File: src/rtl/alu_result_stage.sv
// Multi-cycle ALU result stage: captures an operation on start, waits SETTLE_CYCLES, then registers result and flags.
// Define ALU_FLAGS_EN to register zero/sign/carry; otherwise the flag ports are tied to 0.
module alu_result_stage #(
   parameter int unsigned SETTLE_CYCLES = 4
) (
   input  logic       clk,
   input  logic       reset,
   input  logic       start,
   input  logic [2:0] func,
   input  logic [7:0] b,
   input  logic [7:0] c,
   output logic       busy,
   output logic       done,
   output logic [7:0] result,
   output logic       zero,
   output logic       sign,
   output logic       carry
);

   localparam int unsigned CW = 4;
   localparam int unsigned SW = 2;

   localparam logic [SW-1:0] IDLE   = 2'd0;
   localparam logic [SW-1:0] SETTLE = 2'd1;
   localparam logic [SW-1:0] DONE   = 2'd2;

   logic [SW-1:0] state, state_nx;
   logic [CW-1:0] cnt, cnt_nx;
   logic          load, complete;
   logic [2:0]    func_q;
   logic [7:0]    b_q, c_q;
   logic [7:0]    alu_res;

   // Next-state and counter control
   always_comb begin
      state_nx = state;
      cnt_nx   = cnt;
      load     = 1'b0;
      complete = 1'b0;
      case (state)
         IDLE, DONE: begin
            if (start) begin
               load     = 1'b1;
               cnt_nx   = CW'(SETTLE_CYCLES - 1);
               state_nx = SETTLE;
            end else begin
               state_nx = IDLE;
            end
         end
         SETTLE: begin
            if (cnt != CW'(0)) begin
               cnt_nx = cnt - CW'(1);
            end else begin
               complete = 1'b1;
               state_nx = DONE;
            end
         end
         default: state_nx = IDLE;
      endcase
   end

   // Result datapath on captured operands
   always_comb begin
      alu_res = 8'h00;
      case (func_q)
         3'b000:  alu_res = b_q + c_q;
         3'b001:  alu_res = b_q + 8'd1;
         3'b010:  alu_res = b_q & c_q;
         3'b011:  alu_res = b_q | c_q;
         3'b100:  alu_res = b_q ^ c_q;
         3'b101:  alu_res = ~b_q;
         3'b110:  alu_res = {b_q[6:0], b_q[7]};
         default: alu_res = 8'h00;
      endcase
   end

   always_ff @(posedge clk) begin
      if (reset) begin
         state  <= IDLE;
         cnt    <= CW'(0);
         func_q <= 3'b000;
         b_q    <= 8'h00;
         c_q    <= 8'h00;
         busy   <= 1'b0;
         done   <= 1'b0;
         result <= 8'h00;
      end else begin
         state <= state_nx;
         cnt   <= cnt_nx;
         busy  <= (state_nx == SETTLE);
         done  <= (state_nx == DONE);
         if (load) begin
            func_q <= func;
            b_q    <= b;
            c_q    <= c;
         end
         if (complete) begin
            result <= alu_res;
         end
      end
   end

`ifdef ALU_FLAGS_EN
   logic [8:0] sum9;
   logic       alu_carry;

   // Carry-out per function; logical ops never carry
   always_comb begin
      sum9      = {1'b0, b_q} + {1'b0, c_q};
      alu_carry = 1'b0;
      case (func_q)
         3'b000:  alu_carry = sum9[8];
         3'b001:  alu_carry = &b_q;
         3'b110:  alu_carry = b_q[7];
         default: alu_carry = 1'b0;
      endcase
   end

   always_ff @(posedge clk) begin
      if (reset) begin
         zero  <= 1'b0;
         sign  <= 1'b0;
         carry <= 1'b0;
      end else if (complete) begin
         zero  <= (alu_res == 8'h00);
         sign  <= alu_res[7];
         carry <= alu_carry;
      end
   end
`else
   assign zero  = 1'b0;
   assign sign  = 1'b0;
   assign carry = 1'b0;
`endif

endmodule

File: config.mk
export PLATFORM = sky130hd
export DESIGN_NAME = alu_result_stage
export DESIGN_NICKNAME = d
export VERILOG_FILES = /design/src/rtl/alu_result_stage.sv
export SDC_FILE = /design/constraint.sdc
export NUM_CORES = 1
export LEC_CHECK = 0
export CAP_MARGIN = 20
export CORE_UTILIZATION = 25
export CTS_CLUSTER_DIAMETER = 30
export DETAILED_ROUTE_END_ITERATION = 8
export HOLD_SLACK_MARGIN = 0.03
export PLACE_DENSITY = 0.45
export SYNTH_ARGS = -nofsm -noshare
export SYNTH_HDL_FRONTEND = slang
export SYNTH_SLANG_ARGS = --single-unit
File: constraint.sdc
create_clock -name clk -period 2.6 [get_ports clk]
set_clock_uncertainty 0.1 [all_clocks]
set_input_delay 0.65 -clock clk [delete_from_list [all_inputs] [get_ports clk]]
set_output_delay 0.65 -clock clk [all_outputs]
set_load 0.005 [all_outputs]
==> metrics.cfg <==
[status]
status = finished, final reports clean

[logic_synthesis]
synthSimpleGateAreaFrac = 0.1867
synth-warning-count = 0
synthFlopType = dfxtp_1
yosys.area_share.adder = 0.1427
synthCells = 283
synth.area.top_cells = dfxtp_1, ha_1, nand2_1
synth_top_family_by_area = compound AO/OA/AOI/OAI gates
synth_compound_area_frac = 0.1964
synthTopCellsByCount = nand2_1, dfxtp_1, a21oi_1
synth_top_cell_area_share = 0.3004
yosysMostFrequentCell = nand2_1
synth_xor_area_frac = 0.03380
synth_seq_cells = 35
synthArstFlopShare = 0
yosysSeqAreaShare = 0.3004
synth_edf_count = 0
synth.distinct_cells = 45
postSynthAreaPerCell_um2 = 8.241
synth_mux_area_frac = 0.04721
synth_top_area_cell = dfxtp_1
synth_area_um2 = 2332

[timing]
hold_viol = 0
drv_slew = 0
setup_viol = 0
relSlewSlack = 0.6322
layout_setup_ws_ps = 209.4
min_period_ps = 2391
setup_tns_ps = 0
finalCritPeriodShare = 0.9195
rsz0062_at_grt = no
fmax_mhz = 418.3
tightest_slew_ps = 551.8

[final_layout]
nets = 363
syn2layout_area_growth_pct = 22.69
utilization = 0.3218
drive_above_1_share = 0.1139
n_antenna_cell = 0
fillCellCount = 970

[critical_path]
cp_cell_sequence = or3b_4 -> nand2_1 -> ha_1 -> inv_1 -> fa_1 -> nor2b_1 -> o311ai_0 -> a21oi_1 -> xnor2_1 -> o2bb2ai_1
slowest_stage = or3b_4
critPathMaxStageDelay_ps = 420
cp-end-kind = register
critPathLaunchType = register
required_ps = 2680
crit_arrival_ps = 2480
worstPathMaxFanout = 3
critPathKind = register to register

[place]
pre_cts_ws_ps = 261.8
globalplace.congestion = 0.8058
dp_hpwl_um = 4237
io_buffers = 31

[grt]
grt_pass1_vias = 1858
grt.total_usage = 0.1241
antenna_found_initial = 0
grt_pass1_wl_um = 9508
grt-ovfl-total = 0
grt_max_degree = 29

[detailed_routing]
wl_per_cell_um = 13.11
wirelength_um = 5560
met3_length_um = 221
vias_per_cell = 4.514
met1_length_um = 3101
final_antenna_net_count = 0
num_vias = 1914
maxUsedRoutingLayer = met4
drt_iter0_drc = 107
dr.pass1.iters = 4
wl_met2_um = 2191
drc_errors = 0

[floorplanning]
die_x_um = 98.59
core-area_um2 = 8891
die_h_um = 98.59
pin_count = 35
start_util = 0.2623
rows = 34
die_area_um2 = 9719

[clock_tree]
post_cts_buffers = 0
clkLatencyLatePin_ps = 290
cts_made_buffers = 5
htree_levels = 2
clkSinkCount = 35
clkTransAtPathRegs_ps = 80
cts_tree = yes
post_cts_resized = 0
root_buffer = clkbuf_8
ctsHoldBuffers = 0
clockBufferDepth = 2

[flow_run]
cap_violations = 0

[power_and_ir_drop]
max-vdd-ir-drop_mv = 0.2947
leakage_nw = 1.138
powerDensity_nw_per_um2 = 517.7
fin_total_pwr_mw = 1.481

[worst_hold_path]
min_path_type = register to register

## area by class of cell
type	count	area, um2	share of cell area
clock buffers	5	68.82	0.02405
inverters	20	75.07	0.02624
multi-input cells	209	1426	0.4985
well taps	108	135.1	0.04722
clock inverters	3	47.55	0.01662
flip-flops and latches	35	700.7	0.2449
repair buffers	44	407.9	0.1425
## report_power, final
group / total (mW) / switching, mW / internal [mW]
logic: 0.348 / 0.177 / 0.171
clock network: 0.523 / 0.232 / 0.291
registers: 0.610 / 0.0338 / 0.576
total: 1.48 / 0.443 / 1.04
## registers in the layout (all words and copies together), names as in the netlist
name and flops:
b_q 8, c_q 8, result 8, cnt 4
func_q 3, state 2, busy 1, done 1
## logic make-up (layout without fill, tap and decap cells)
group,after synthesis,in the layout
AND/OR/NAND/NOR,92,92
AO/OA/AOI/OAI,69,69
buffers and inverters,41,72
flip-flops,35,35
adder cells (fa/ha/maj),26,26
multiplexers,10,10
XOR/XNOR,9,9
other,1,3
## critical path, delay by kind of cell (launching register included)
family                     cells  cell delay (ps)
AOI/OAI and AO/OA              3              420
xor gates and xnor gates       1              140
adders and majority gates      2              560
buffers and inverters          1               60
DFF                            1              330
and+or+nand+nor                3              680
## per-stage QoR
step | cell area (um2) | cells | hold slack, ps
floorplan | 2340 | 285 | 352.7
global placement | 2745 | 416 | 352.8
detailed placement | 2745 | 416 | 355.2
CTS | 2861 | 424 | 367.3
global route | 2861 | 424 | 399.6
finish | 2861 | 424 | 362.8
## path summary, 6_finish.rpt
| kind | startpoint | endpoint | slack (ps) | cells past startpoint |
|---|---|---|---|---|
| setup / recovery | func_q[1]$_SDFFE_PP0P_ | result[6]$_SDFFE_PP0P_ | 210 | 10 |
| hold / removal | result[1]$_SDFFE_PP0P_ | result[1]$_SDFFE_PP0P_ | 360 | 2 |
| setup reg to reg | func_q[1]$_SDFFE_PP0P_ | result[6]$_SDFFE_PP0P_ | 210 | 10 |
| hold reg to reg | result[1]$_SDFFE_PP0P_ | result[1]$_SDFFE_PP0P_ | 360 | 2 |
## per-layer routing
layer,up-vias,track usage
li1,1023,-
met2,46,0.1761
met1,840,0.1890
met5,-,0
met4,0,0.03100
met3,5,0.02482
## placed cells by master (no fill, tap or decap), types with 2 or more instances in the layout
cell	count
ha_1	25
o211ai_1	6
a211oi_2	2
a221o_1	3
nor3b_2	3
o21ai_0	9
a21oi_1	26
o2bb2ai_1	2
o22ai_1	2
o221ai_1	3
clkbuf_8	5
nand2_1	47
conb_1	3
a211oi_1	4
buf_4	13
xor2_1	6
nor2_1	19
dfxtp_1	35
nand2b_1	4
or2_2	2
mux2_2	4
mux2i_1	5
nor2b_1	3
clkdlybuf4s50_1	31
xnor2_1	3
a22oi_1	3
nand3b_1	4
inv_1	20
nor3_1	6
o21ai_1	2
Note: power is estimated with default switching activity, not from simulation.
==> RTL change, RTL diff (same settings) <==
The localparam `CW` goes from 4 to 8.
--- a/src/rtl/alu_result_stage.sv
+++ b/src/rtl/alu_result_stage.sv
@@ -17,7 +17,7 @@
    output logic       carry
 );
 
-   localparam int unsigned CW = 4;
+   localparam int unsigned CW = 8;
    localparam int unsigned SW = 2;
 
    localparam logic [SW-1:0] IDLE   = 2'd0;
Function: same outputs for any inputs over 10 cycles, from zero or initial values and one cycle with reset high; that may be too few to reach the edited logic, so the function may still have changed.
==> RTL change against the original RTL <==
- hold slack got worse by 0.0037 ns
- sequential cell count is 4 higher
- final cell count rose by 15%
- total power up 12%
- wire length rose by 16%
- worst setup slack got worse by 0.14 ns
- cell area up 11%
- area after synthesis is 7.8% higher
- utilization is 0.21 points higher
- via count rose by 17%
- clock power up 3%
- critical path type unchanged
- largest power group unchanged
==> RTL change: results (changes against the original RTL) <==
[global_routing]
grtUsageMet2_pct = 19.1  ; was 17.6%
grt_max_degree = 23  ; was 29
grt_pass1_vias = 2084  ; was 1,858
grt.total_usage_pct = 13.2  ; was 12.4%
grtUsageMet1_pct = 19.9  ; was 18.9%
grt_pass1_wl_mm = 10.7  ; was 9.51 mm
grt_util_met3_pct = 2.19  ; was 2.48%

[cells_and_area]
seq_share_pct = 24.7  ; was 24.5%
clk_share_pct = 3.71  ; was 4.07%
multi_input_gates = 237  ; was 209
nNonClkInverters = 23  ; was 20
buffers = 47  ; was 44
nets = 400  ; was 363
seq_cell_count = 39  ; was 35
layout-drive-gt1-share_pct = 12.7  ; was 11.4%
nClkBuffers = 6  ; was 5
nonClkBufAreaFrac_pct = 13.6  ; was 14.3%
fill_cells = 1067  ; was 970
multi_input_area_share_pct = 50.0  ; was 49.8%

[clock_tree]
cts_setup_buffers = 0  ; unchanged
path_clk_slew_ns = 0.08  ; about the same
clk_latency_ns = 0.30

[pwr]
p_leak_uw = 0.00125  ; was 0.00114 uW
p_clk_uw = 539  ; was 523 uW
vdd_drop_max_mv = 0.238  ; was 0.295 mV
switching_power_uw = 507  ; was 443 uW
pg_comb_uw = 435  ; was 348 uW

[synthesis]
synth_common_cells = nand2_1, a21oi_1, dfxtp_1  ; was nand2_1, dfxtp_1, a21oi_1
synthTopCellsByArea = dfxtp_1, ha_1, a21oi_1, nand2_1, inv_1  ; was dfxtp_1, ha_1, nand2_1, a21oi_1, inv_1
synth-seq-area-share_pct = 31.1  ; was 30.0%
ys.flop_type = dfxtp_1  ; unchanged
synth_cell_type_count = 53  ; was 45

[detailed_routing]
vias = 2238  ; was 1,914
initialDrtViolationCount = 100  ; was 107
dr_wl_met3_um = 209  ; was 221 um
wl_met1_mm = 3.50  ; was 3.10 mm
totalWireLength_mm = 6.45  ; was 5.56 mm
met2WireLength_mm = 2.68  ; was 2.19 mm

[place]
dp_hpwl_mm = 4.88  ; was 4.24 mm
port_buffers = 31  ; unchanged
dp_slack_ns = 0.0272  ; was 0.262 ns
place.gp.congestion = 0.783  ; was 0.806

[worst_setup_path]
r2r_start = func_q[1]$_SDFFE_PP0P_  ; unchanged
cp_max_fo = 4  ; was 3
ff2ff_setup_slack_ns = 0.07  ; was 0.21 ns
crit_end = result[7]$_SDFFE_PP0P_  ; was result[6]$_SDFFE_PP0P_
reg2regPathDepth = 9  ; was 10
slowest_stage = or3b_4  ; unchanged

[timing]
period_needed_ns = 2.53  ; was 2.39 ns

[outcome]
outcome = complete, no violations  ; unchanged

==> RTL change: stage by stage <==
| stage | cells | util, % | area, um2 | hold slack, ns | total power [uW] |
|---|---|---|---|---|---|
| floorplan | 319 | - | 2520 | 0.353 | 975 |
| global placement | 479 | 30.9 | 3020 | 0.347 | 1120 |
| detailed placement | 479 | 30.9 | 3020 | 0.349 | 1120 |
| CTS | 487 | 32.1 | 3140 | 0.362 | 1670 |
| global route | 487 | 32.4 | 3170 | 0.386 | 1750 |
| finish | 487 | 32.4 | 3170 | 0.359 | 1660 |
==> RTL change: logic make-up after synthesis <==
group / share of synthesized area [%]
AO/OA/AOI/OAI: 23.4
XOR/XNOR: 2.09
adder cells (fa/ha/maj): 12.7
buffers and inverters: 7.37
flip-flops: 31.1
multiplexers: 3.83
other: 0.149
AND/OR/NAND/NOR: 19.3
==> RTL change: timing repair <==
| item | 4_1_cts | 5_1_grt |
|---|---|---|
| resized for setup | 0 | 8 |
| hold endpoints to repair | 0 | 0 |
| setup endpoints to repair | 0 | 2 |
